--- config.mk ---
export PLATFORM = sky130hd
export DESIGN_NAME = run_len_detector
export DESIGN_NICKNAME = d
export VERILOG_FILES = /design/src/rtl/run_len_det_pkg.sv /design/src/rtl/sat_counter.sv /design/src/rtl/run_len_detector.sv
export SDC_FILE = /design/constraint.sdc
export NUM_CORES = 1
export LEC_CHECK = 0
export CAP_MARGIN = 20
export CORE_ASPECT_RATIO = 1.25
export CORE_MARGIN = 2
export CORE_UTILIZATION = 25
export CTS_BUF_LIST = sky130_fd_sc_hd__clkbuf_8 sky130_fd_sc_hd__clkbuf_16
export CTS_CLUSTER_DIAMETER = 200
export DETAILED_ROUTE_END_ITERATION = 10
export PLACE_DENSITY_LB_ADDON = 0.1
export SYNTH_ARGS = -nofsm -noshare
export SYNTH_HDL_FRONTEND = slang
export SYNTH_HIERARCHICAL = 1
export SYNTH_SLANG_ARGS = --single-unit
--- constraint.sdc ---
create_clock -name clk -period 4.2 [get_ports clk]
set_input_delay 0.84 -clock clk [delete_from_list [all_inputs] [get_ports clk]]
set_output_delay 0.84 -clock clk [all_outputs]
set_load 0.01 [all_outputs]
--- src/rtl/run_len_det_pkg.sv ---
// Shared types and helpers for the run-length detector.
package run_len_det_pkg;

  typedef enum logic [1:0] {
    ST_IDLE = 2'b00,
    ST_RUN0 = 2'b01,
    ST_RUN1 = 2'b10
  } state_e;

  typedef enum logic [1:0] {
    MODE_ANY  = 2'b00,
    MODE_ZERO = 2'b01,
    MODE_ONE  = 2'b10,
    MODE_OFF  = 2'b11
  } mode_e;

  // True when a run of polarity pol may raise the detect flag under mode m.
  function automatic logic pol_permitted(input mode_e m, input logic pol);
    case (m)
      MODE_ANY:  return 1'b1;
      MODE_ZERO: return ~pol;
      MODE_ONE:  return pol;
      default:   return 1'b0;
    endcase
  endfunction

endpackage

--- src/rtl/sat_counter.sv ---
// Saturating up-counter with synchronous clear and load-to-one.
// Priority: clr over load1 over inc; holds at all-ones.
module sat_counter #(
  parameter int unsigned W = 4
) (
  input  logic         clk,
  input  logic         clr,
  input  logic         load1,
  input  logic         inc,
  output logic [W-1:0] cnt
);

  localparam logic [W-1:0] CNT_MAX = '1;

  logic [W-1:0] cnt_d, cnt_q;

  always_comb begin
    cnt_d = cnt_q;
    if (clr) begin
      cnt_d = '0;
    end else if (load1) begin
      cnt_d = W'(1);
    end else if (inc && (cnt_q != CNT_MAX)) begin
      cnt_d = cnt_q + W'(1);
    end
  end

  always_ff @(posedge clk) begin
    cnt_q <= cnt_d;
  end

  assign cnt = cnt_q;

endmodule

--- src/rtl/run_len_detector.sv ---
// Serial run-length detector: flags runs of identical bits reaching run_len.
// Qualifying-run counter built only when RUN_LEN_DET_HIT_CNT_EN is defined.
module run_len_detector
  import run_len_det_pkg::*;
#(
  parameter int unsigned RUN_W = 4,
  parameter int unsigned HIT_W = 16
) (
  input  logic             clk,
  input  logic             reset,
  input  logic             en,
  input  logic             w,
  input  logic [RUN_W-1:0] run_len,
  input  logic [1:0]       mode,
  input  logic             clr,
  output logic             z,
  output logic             z_pol,
  output logic [RUN_W-1:0] run_cnt,
  output logic [HIT_W-1:0] hit_cnt
);

  localparam logic [RUN_W-1:0] RUN_MAX = '1;

  state_e           state_q, state_d;
  logic             z_q, z_d;
  logic             z_pol_q, z_pol_d;
  logic [RUN_W-1:0] run_q;
  logic [RUN_W-1:0] run_nxt;
  logic [RUN_W-1:0] eff_len;
  logic             same_run;
  logic             qual;
  logic             run_load1;
  logic             run_inc;
  logic             wipe;

  assign wipe = reset | clr;

  // State register
  always_ff @(posedge clk) begin
    if (reset) begin
      state_q <= ST_IDLE;
      z_q     <= 1'b0;
      z_pol_q <= 1'b0;
    end else begin
      state_q <= state_d;
      z_q     <= z_d;
      z_pol_q <= z_pol_d;
    end
  end

  // Next state: an accepted sample always lands in the run of its own polarity
  always_comb begin
    state_d = state_q;
    if (clr) begin
      state_d = ST_IDLE;
    end else if (en) begin
      state_d = w ? ST_RUN1 : ST_RUN0;
    end
  end

  // Outputs and counter controls
  always_comb begin
    same_run  = ((state_q == ST_RUN1) && w) || ((state_q == ST_RUN0) && !w);
    run_nxt   = !same_run ? RUN_W'(1)
              : (run_q == RUN_MAX) ? run_q : run_q + RUN_W'(1);
    eff_len   = (run_len == '0) ? RUN_W'(1) : run_len;
    qual      = (run_nxt >= eff_len) && pol_permitted(mode_e'(mode), w);
    z_d       = z_q;
    z_pol_d   = z_pol_q;
    run_load1 = 1'b0;
    run_inc   = 1'b0;
    if (clr) begin
      z_d     = 1'b0;
      z_pol_d = 1'b0;
    end else if (en) begin
      z_d       = qual;
      z_pol_d   = qual & w;
      run_load1 = ~same_run;
      run_inc   = same_run;
    end
  end

  sat_counter #(.W(RUN_W)) u_run_cnt (
    .clk   (clk),
    .clr   (wipe),
    .load1 (run_load1),
    .inc   (run_inc),
    .cnt   (run_q)
  );

`ifdef RUN_LEN_DET_HIT_CNT_EN
  logic hit_inc;

  // A new run qualifies, or a qualifying run flips polarity at eff_len==1
  assign hit_inc = en & ~wipe & qual & (~z_q | (z_pol_q != w));

  sat_counter #(.W(HIT_W)) u_hit_cnt (
    .clk   (clk),
    .clr   (wipe),
    .load1 (1'b0),
    .inc   (hit_inc),
    .cnt   (hit_cnt)
  );
`else
  assign hit_cnt = '0;
`endif

  assign z       = z_q;
  assign z_pol   = z_pol_q;
  assign run_cnt = run_q;

endmodule

==> results.cfg <==
[die]
die-height_um = 63.5
row_count = 21
die_area_sq_um = 3280
design.core.area_sq_um = 2680
initial_core_util_pct = 26.4
die_w_um = 51.6
ios = 33

[sta]
fin_crit_ps = 2600
clock.fmax_mhz = 384
setup_tns_ps = 0
setup_viol = 0
rsz0062_at_grt = false
slew_violations = 0
fin_crit_sh_pct = 61.9
hold_viol_final = 0
clock_skew_ps = 0.701

[clock_network]
cts_resized = 0
post-cts-setup-buffer-count = 0
cts_buffer_depth = 2
clock_latency_ps = 230
clock-sinks = 8
path_clk_slew_ps = 40
cts-htree-levels = 1
clockRootBuffer = clkbuf_8
hold_buffers = 0
cts_tree = done
cts_made_buffers = 3

[final_layout]
multi_input_area_sq_um = 458
fin_area_sq_um = 888
nFillCells = 281
regArea_sq_um = 160
final_cell_mix = conb_1, clkdlybuf4s50_1, nor2_1
drive_gt1_share_pct = 8.41
syn2layout_area_growth_pct = 25.4
diodes = 0
layout.nets = 126

[power]
p_total_w = 0.000204
leakage_nw = 0.372
powerDensity_nw_per_um2 = 229
ir_drop_v = 0.000142

[placement]
place.port_buffers = 16
dp_hpwl_um = 1130
dpl_cell_area_sq_um = 847
place.gp.congestion = 0.717

[yosys]
synthDistinctLibCells = 33
yosysWarnings = 6
syn-cell-area_sq_um = 708
ys_seq_area_share_pct = 22.6
ys_ff_latch = 8
synthCells = 89
syn_avg_cell_area_sq_um = 7.96

[setup_path]
r2r_slack_ps = 2170
r2r-end = z
worst_setup_path_end_kind = register
crit_required_ps = 4300
arrival_ps = 2700
criticalPathCategory = input pin to register
start_kind = input pin
path_max_fanout = 6
crit-reg2reg-launch = u_run_cnt/cnt[0]
r2r_cells = 8

[worst_hold_path]
holdPathEnd = z
hold_depth = 2
hold_path_class = register to register
worstHoldStart = z

[global_route]
grt_pass1_vias = 550
grt_pass1_wl_um = 2370
grt-ovfl-total = 0
grt_use_total_pct = 9.49
grt_max_degree = 11
antenna_found_initial = 0

[route]
route.detailed.drc = 0
wire_per_inst_um = 9.80
drt_iter0_markers = 3
num_vias = 615
drt-total-wl_um = 1380
postRouteAntennaNets = 0
viasPerCell = 4.36
dr.pass1.iters = 2

[flow_run]
cap_violations = 0

[status]
status = completed
==> cell families after synthesis <==
group | after synthesis | share of synthesized area (%)
AND/OR/NAND/NOR | 30 | 23.0
buffers and inverters | 23 | 20.7
AO/OA/AOI/OAI | 18 | 18.6
flip-flops | 8 | 22.6
adder cells (fa/ha/maj) | 6 | 10.6
multiplexers | 2 | 2.83
other | 1 | 0.530
XOR/XNOR | 1 | 1.24
==> state kept, by name (all words and copies together), names as in the netlist <==
| register | flops |
|---|---|
| u_run_cnt/cnt | 4 |
| state_q | 2 |
| z | 1 |
| z_pol | 1 |
==> layout make-up <==
type                            instances  share of cell area (%)
Tap cell                               34                    4.79
Sequential cell                         8                    18.0
Inverter                                7                    2.96
Timing Repair Buffer                   16                    18.0
Clock buffer                            3                    4.65
Multi-Input combinational cell         73                    51.5
==> through the flow <==
stage / std cells / util (%) / hold slack [ps] / setup WS [ps]
global route: 141 / 33.1 / 527 / 1410
global placement: 138 / 31.6 / 482 / 1420
floorplan: 104 / - / 463 / 2150
detailed placement: 138 / 31.6 / 485 / 1350
CTS: 141 / 33.1 / 495 / 1580
finish: 141 / 33.1 / 491 / 1600
==> metal layers <==
layer | vias up | global-route usage, % | part of all wire [%] | wire length (um)
met5 | - | 0 | 0 | 0
met3 | 0 | 4.27 | 7.0 | 97
met2 | 20 | 14.3 | 46 | 634
li1 | 324 | - | - | -
met1 | 271 | 12.4 | 47 | 650
met4 | 0 | 1.97 | 0 | 0
==> worst max path at each step <==
stage	endpoint	slack [ps]	depth (start not counted)	start
after floorplan	u_run_cnt/cnt[0]	2150	7	w
after global placement	z	1420	9	w
after detailed placement	z	1350	9	w
after CTS	z	1580	9	w
after global routing	z	1410	9	w
final	z	1600	9	w
==> cell usage after synthesis <==
cell       instances  share of area, %
nor3b_1            1               1.1
nand4b_1           1               1.2
nor2_1            10               5.3
nor2_4             1               1.6
mux2i_1            2               2.8
o21a_1             1               1.1
xor2_1             1               1.2
conb_1             1              0.53
dfxtp_1            8                23
nor3_1             2               1.4
o21ai_0            4               2.8
and3b_1            1               1.2
or3_1              1              0.88
a31oi_1            2               1.8
o211ai_1           2               2.1
o41ai_1            1               1.2
a211oi_1           1               1.1
a31o_2             1               1.2
nand3_1            3               2.1
a21oi_2            1               1.2
a21oi_1            2               1.4
o41ai_2            1               2.3
nand2_1            5               2.7
nand4_1            1              0.88
and3_4             1               1.6
inv_1              6               3.2
ha_1               6                11
o2bb2ai_1          1               1.2
buf_4             16                17
o31ai_1            1               1.1
nand3b_1           2               2.1
nand2b_1           1              0.88
inv_2              1              0.53
==> report_power, final <==
group          leakage (nW)  internal (W)  switching [W]
registers            0.0648     0.0000775     0.00000158
logic                 0.286     0.0000148      0.0000184
clock network        0.0216     0.0000620      0.0000294
total                 0.372      0.000154      0.0000494
==> worst max-delay path, cell delays in order <==
cell and delay [ps]:
clkdlybuf4s50_1 530, nand2_1 70, nor2_1 110, a21oi_2 80
nor3_1 260, ha_1 280, o21a_1 160, o2bb2ai_1 240
o21ai_0 130
Power figures use the tool's default switching activity.
